==> src/rtl/dma_ring_sched.sv <==
// dma_ring_sched
//   Hardware command scheduler for simple_dma. Carves a ring of equal-size
//   line buffers out of the SDRAM DMA window and issues START/ADR/SIZE
//   commands with a bounded number of commands in flight. Completion is
//   tracked through simple_dma's cumulative DONE_CNT. In cyclic mode, issue
//   is throttled against the software read counter, so unread buffers are
//   never overwritten.
//
// Ports
//   CLK, SRST_N             bus clock, synchronous active-low reset
//   ENABLE                  level; a rising edge in IDLE latches config, starts
//   MODE_CYCLIC             1 = endless ring with SW flow control, 0 = one-shot
//   RING_BASE, BUF_SIZE     ring start word address, words per buffer
//   RING_BUFS, BUF_COUNT    buffers in ring, buffers for a one-shot run
//   SW_RD_CNT               cumulative buffers consumed by software
//   DMA_START/ADR/SIZE      command pulse and payload to simple_dma
//   DMA_DONE_CNT            simple_dma cumulative completed-buffer count
//   ISSUED_CNT, DONE_CNT    commands issued / buffers completed since start
//   BUSY, BLOCKED           running; cyclic issue stalled on a full ring
//   FINISHED, ERR           one-shot complete; sticky config/protocol error
module dma_ring_sched #(
  parameter int ADR_W     = 28,
  parameter int CNT_W     = 16,
  parameter int MAX_OUTST = 2
) (
  input  logic             CLK,
  input  logic             SRST_N,
  input  logic             ENABLE,
  input  logic             MODE_CYCLIC,
  input  logic [ADR_W-1:0] RING_BASE,
  input  logic [ADR_W-1:0] BUF_SIZE,
  input  logic [CNT_W-1:0] RING_BUFS,
  input  logic [CNT_W-1:0] BUF_COUNT,
  input  logic [CNT_W-1:0] SW_RD_CNT,
  output logic             DMA_START,
  output logic [ADR_W-1:0] DMA_ADR,
  output logic [ADR_W-1:0] DMA_SIZE,
  input  logic [CNT_W-1:0] DMA_DONE_CNT,
  output logic [CNT_W-1:0] ISSUED_CNT,
  output logic [CNT_W-1:0] DONE_CNT,
  output logic             BUSY,
  output logic             BLOCKED,
  output logic             FINISHED,
  output logic             ERR
);

  typedef enum logic [2:0] {IDLE, ISSUE, GAP, WAIT, DRAIN, DONE} state_t;

  localparam logic [CNT_W-1:0] MAX_OUTST_C = CNT_W'(MAX_OUTST);
  localparam logic [CNT_W-1:0] CNT_ONE     = CNT_W'(1);
  // Largest ring that still leaves headroom for the in-flight window
  // before the modular occupancy arithmetic becomes ambiguous.
  localparam logic [CNT_W-1:0] RING_LIMIT  = {CNT_W{1'b1}} - MAX_OUTST_C;

  state_t state, state_nxt;

  logic             en_prev;
  logic             aborted;
  logic             cyclic_q;
  logic [ADR_W-1:0] base_q;
  logic [ADR_W-1:0] size_q;
  logic [CNT_W-1:0] ring_q;
  logic [CNT_W-1:0] count_q;
  logic [CNT_W-1:0] done_base;
  logic [ADR_W-1:0] cur_adr;
  logic [CNT_W-1:0] idx;

  logic             start_go;
  logic             cfg_err;
  logic             zero_run;
  logic [CNT_W-1:0] outst;
  logic             outst_ok;
  logic             ring_ok;
  logic             count_ok;
  logic             issue_ok;
  logic             ring_full;
  logic             do_issue;
  logic             running;

  assign start_go = (state == IDLE) && ENABLE && !en_prev;
  assign cfg_err  = (BUF_SIZE == '0) ||
                    (MODE_CYCLIC && ((RING_BUFS == '0) || (RING_BUFS > RING_LIMIT)));
  assign zero_run = !MODE_CYCLIC && (BUF_COUNT == '0);

  // All occupancy arithmetic is modular so it stays correct across wrap.
  assign outst     = ISSUED_CNT - DONE_CNT;
  assign outst_ok  = outst < MAX_OUTST_C;
  assign ring_ok   = (ISSUED_CNT - SW_RD_CNT) < ring_q;
  assign count_ok  = ISSUED_CNT < count_q;
  assign issue_ok  = outst_ok && (cyclic_q ? ring_ok : count_ok);
  assign ring_full = cyclic_q && outst_ok && !ring_ok;

  assign running = (state == ISSUE) || (state == GAP) ||
                   (state == WAIT)  || (state == DRAIN);
  assign BUSY    = running;
  assign BLOCKED = (state == ISSUE) && ring_full;

  always_comb begin
    state_nxt = state;
    do_issue  = 1'b0;
    case (state)
      IDLE: begin
        if (start_go) begin
          if (cfg_err || zero_run) state_nxt = DONE;
          else                     state_nxt = ISSUE;
        end
      end
      ISSUE: begin
        if (!ENABLE) begin
          state_nxt = DRAIN;
        end else if (issue_ok) begin
          state_nxt = GAP;
          do_issue  = 1'b1;
        end
      end
      // simple_dma accepts at most one START every two cycles.
      GAP: begin
        state_nxt = ENABLE ? WAIT : DRAIN;
      end
      // A ring-full stall is parked in ISSUE so that it is visible on BLOCKED.
      WAIT: begin
        if (!ENABLE)                                state_nxt = DRAIN;
        else if (!cyclic_q && ISSUED_CNT == count_q) state_nxt = DRAIN;
        else if (issue_ok || ring_full)             state_nxt = ISSUE;
      end
      DRAIN: begin
        if (DONE_CNT == ISSUED_CNT) state_nxt = DONE;
      end
      DONE: begin
        if (!ENABLE) state_nxt = IDLE;
      end
      default: state_nxt = IDLE;
    endcase
  end

  always_ff @(posedge CLK) begin
    if (!SRST_N) begin
      state      <= IDLE;
      en_prev    <= 1'b0;
      aborted    <= 1'b0;
      DMA_START  <= 1'b0;
      DMA_ADR    <= '0;
      DMA_SIZE   <= '0;
      ISSUED_CNT <= '0;
      DONE_CNT   <= '0;
      FINISHED   <= 1'b0;
      ERR        <= 1'b0;
    end else begin
      state     <= state_nxt;
      en_prev   <= ENABLE;
      DMA_START <= do_issue;
      if (do_issue) begin
        DMA_ADR    <= cur_adr;
        DMA_SIZE   <= size_q;
        ISSUED_CNT <= ISSUED_CNT + CNT_ONE;
      end
      if (start_go) begin
        ISSUED_CNT <= '0;
        DONE_CNT   <= '0;
        ERR        <= cfg_err;
        FINISHED   <= !cfg_err && zero_run;
        aborted    <= 1'b0;
      end else if (running) begin
        DONE_CNT <= DMA_DONE_CNT - done_base;
        // Completions overtaking issues indicate a protocol fault upstream.
        if (outst > MAX_OUTST_C) ERR <= 1'b1;
        if (state != DRAIN && !ENABLE) aborted <= 1'b1;
        if (state == DRAIN && state_nxt == DONE) FINISHED <= !cyclic_q && !aborted;
      end else if (state == DONE && !ENABLE) begin
        FINISHED <= 1'b0;
      end
    end
  end

  // Config latch and ring address generation; only meaningful while running.
  always_ff @(posedge CLK) begin
    if (start_go) begin
      cyclic_q  <= MODE_CYCLIC;
      base_q    <= RING_BASE;
      size_q    <= BUF_SIZE;
      ring_q    <= RING_BUFS;
      count_q   <= BUF_COUNT;
      done_base <= DMA_DONE_CNT;
      cur_adr   <= RING_BASE;
      idx       <= '0;
    end else if (do_issue) begin
      // A one-shot run with RING_BUFS == 0 advances linearly forever.
      if ((ring_q != '0) && ((idx + CNT_ONE) == ring_q)) begin
        cur_adr <= base_q;
        idx     <= '0;
      end else begin
        cur_adr <= cur_adr + size_q;
        idx     <= idx + CNT_ONE;
      end
    end
  end

endmodule

==> config.mk <==
export PLATFORM = sky130hd
export DESIGN_NAME = dma_ring_sched
export DESIGN_NICKNAME = d
export VERILOG_FILES = /design/src/rtl/dma_ring_sched.sv
export SDC_FILE = /design/constraint.sdc
export NUM_CORES = 1
export LEC_CHECK = 0
export ABC_AREA = 1
export BUFFER_PORTS_ARGS = -buffer_cell sky130_fd_sc_hd__buf_2
export CORE_ASPECT_RATIO = 0.9
export CORE_MARGIN = 10
export CORE_UTILIZATION = 48
export CTS_BUF_LIST = sky130_fd_sc_hd__clkbuf_4
export CTS_CLUSTER_SIZE = 24
export DETAILED_ROUTE_END_ITERATION = 16
export GPL_ROUTABILITY_DRIVEN = 0
export GPL_TIMING_DRIVEN = 0
export PLACE_DENSITY_LB_ADDON = 0.3
export SYNTH_ARGS = -nofsm -noshare
export SYNTH_HDL_FRONTEND = slang
export SYNTH_SLANG_ARGS = --single-unit
==> constraint.sdc <==
create_clock -name CLK -period 5.34 [get_ports CLK]
set_input_delay 0 -clock CLK [delete_from_list [all_inputs] [get_ports CLK]]
set_output_delay 0 -clock CLK [all_outputs]
set_load 0.005 [all_outputs]
==> metrics.md <==
| Metric | Value |
|---|---|
| Syn Area/Cell | 7.79 µm² |
| Core Rows | 61 |
| Power per cell area | 272 nW/µm² |
| Hold Crit Depth | 2 |
| Crit path top cell by count | nand2_1 |
| TNS Setup | 0 ps |
| Non-Filler Instances | 2867 |
| Max Root-Sink Buffers | 3 |
| Max-slew violations | 0 |
| Worst setup EP type | flop |
| Vias in the first global route | 15600 |
| Largest net degree at the start of global routing | 66 |
| Maximum vdd drop | 0.191 mV |
| Area growth, synth to finish | 28.6% |
| Outcome | completed |
| Total overflow reported by the global router | 0 |
| Delay of the slowest critical-path stage | 460 ps |
| Worst setup SP type | flop |
| Wirelength per Cell | 18.1 µm |
| Worst Path Max Fanout | 28 |
| Residual DRC | 0 |
| Max Freq | 0.202 GHz |
| TritonCTS clock tree | built |
| Clk Latency, worst-skew pair | 730 ps |
| Clk sinks | 245 |
| Commonest non-fill, non-tap cell in the layout | nand2_1 |
| # port buffers | 215 |
| Hold Violations, Final | 0 |
| Area of placed instances | 16700 µm² |
| Crit path required time | 5710 ps |
| Antenna violations before repair | 4 |
| R2R depth | 29 |
| Nets | 2634 |
| Design Area, Final | 19400 µm² |
| Drt pass-1 iters | 8 |
| Worst slew margin | 12.0% |
| DR vias | 15700 |
| Worst clock skew | 55.9 ps |
| Sequential fraction of the synthesis area | 41.3% |
| ANT nets after route | 0 |
| First-pass GRT wire length | 81.5 mm |
| Num ports | 217 |
| Mapped Area | 15100 µm² |
| #FFs+latches synth | 245 |
| Worst-Margin Slew | 1310 ps |
| RSZ-0062 raised after global routing | no |
| Fin crit period | 4950 ps |
| Layout cells sized above 1 | 15.0% |
| Most frequent cells in the layout | 463 x nand2_1, 259 x inv_1, 229 x buf_2 |
| Util after Layout | 62.6% |
| Hold crit path type | input port to flop |
| HPWL after DPL | 37.7 mm |
| Total core area | 31000 µm² |
| Max-Cap Viols | 0 |
| Initial Utilization | 48.7% |
| Final period utilization | 92.7% |
| Synth warnings | 0 |
| Root Buffer | clkbuf_4 |
| Final WL | 52.0 mm |
| Die height | 188 µm |
| Die X | 207 µm |
| Total track usage | 26.0% |
| Inst Count DP | 2562 |
| CP max stage cell | dfxtp_1 |
| Setup CP Type | flop to flop |
| Register clock-pin slew on the reported worst setup and hold paths | 60 ps |
| Mapped Nets | 2170 |
| # H-tree levels | 3 |
| CP arrival | 5320 ps |
| Leakage | 8.89 nW |
| Cells after synthesis | 1937 |
| Die ar. | 38900 µm² |
| Starting DRT DRC Count | 1553 |
| Final setup violation count | 0 |
| TritonCTS buffer count | 67 |
| DR vias/cell | 5.47 |
| Synth unique cells | 47 |
-- logic make-up after synthesis --
| logic type | share of synthesized area, % |
|---|---|
| adders and majority gates | 9.23 |
| buffers and inverters | 8.37 |
| xor gates and xnor gates | 4.00 |
| AOI/OAI and AO/OA | 11.5 |
| and+or+nand+nor | 25.6 |
| DFF | 41.3 |
-- path summary, 6_finish.rpt --
check | start | slack (ps) | to
worst min register to register | DMA_ADR[4]$_SDFFE_PN0P_ | 460 | DMA_ADR[4]$_SDFFE_PN0P_
worst max register to register | ISSUED_CNT[0]$_SDFFE_PP0P_ | 390 | cur_adr[5]$_DFFE_PP_
worst min-delay path | RING_BASE[6] | 60 | base_q[6]$_DFFE_PP_
worst max-delay path | ISSUED_CNT[0]$_SDFFE_PP0P_ | 390 | cur_adr[5]$_DFFE_PP_
-- repair_timing --
action                     CTS  global route
hold buffers               179             0
gates resized for setup      1             2
setup endpoints to repair   28            28
pin swaps                    0             0
hold endpoints to repair   189             0
buffers inserted             0             0
-- power by group --
part	switching, W	total (W)	internal, W
sequential	0.0000681	0.00220	0.00213
combinational	0.000802	0.00131	0.000508
clock	0.000849	0.00177	0.000918
-- worst max-delay path: cells and delay by family (launching register included) --
| kind | cells | cell delay (ps) |
|---|---|---|
| AO/OA/AOI/OAI | 4 | 590 |
| AND/OR/NAND/NOR | 16 | 1790 |
| flip-flops | 1 | 460 |
| adder cells (fa/ha/maj) | 3 | 910 |
| buffers and inverters | 6 | 800 |
-- registers in the layout, indices dropped and copies added, names as in the netlist --
signal,cells
DMA_ADR,28
DMA_SIZE,28
DMA_START,1
DONE_CNT,16
ERR,1
FINISHED,1
ISSUED_CNT,16
aborted,1
base_q,28
count_q,16
cur_adr,28
cyclic_q,1
done_base,16
en_prev,1
idx,16
ring_q,16
size_q,28
state,3
-- per-layer routing --
| metal | wire, µm | GRT usage (%) | share of wire (%) | vias up |
|---|---|---|---|---|
| li1 | - | - | - | 7561 |
| met1 | 22000 | 33.7 | 42 | 7216 |
| met2 | 23400 | 41.2 | 45 | 743 |
| met3 | 4630 | 5.49 | 8.9 | 151 |
| met4 | 1920 | 11.1 | 3.7 | 0 |
| met5 | 0 | 0 | 0 | - |
-- synthesized netlist by cell type, drive strengths merged --
library cell	instances	area, µm²
nor3	25	125
o21bai	10	75.1
xnor2	22	193
nand3	105	536
o21a	2	15.0
a221oi	1	8.76
clkinv	1	3.75
xor2	46	410
a21o	6	45.0
a211o	1	8.76
nor4	23	150
nand2	464	1740
a211oi	4	30.0
o41ai	1	8.76
dfxtp	112	2240
fa	4	80.1
a21oi	179	896
nor2	116	468
inv	264	991
nand4	108	676
o221ai	2	17.5
and2	4	25.0
clkbuf	41	154
o21ai	103	516
o22ai	1	6.26
o2111ai	1	8.76
nand3b	11	82.6
and3	2	12.5
a21boi	2	15.0
a31oi	2	12.5
ha	105	1310
buf	19	115
edfxtp	133	3990
or2	7	43.8
o211ai	7	52.6
o31ai	3	22.5
-- cell type report --
class                   count  area [µm²]
repair buffers            395        2900
multi-input cells        1367        7610
flip-flops and latches    245        6240
clock inverters            14        65.1
well taps                 409         512
plain buffers              60         273
diodes                      4        10.0
fillers                  2716       11600
clock buffers             108         811
inverters                 265         995
-- stage by stage --
stage	hold WS, ps	worst slack, ps	total power [W]
after CTS	0.113	40.6	0.00526
after detailed placement	193	-361	0.00340
after global placement	192	-1340	0.00338
after global routing	20.4	9.74	0.00556
after floorplan	98.9	763	0.00306
final	58.2	391	0.00528
Power figures use the tool's default switching activity.
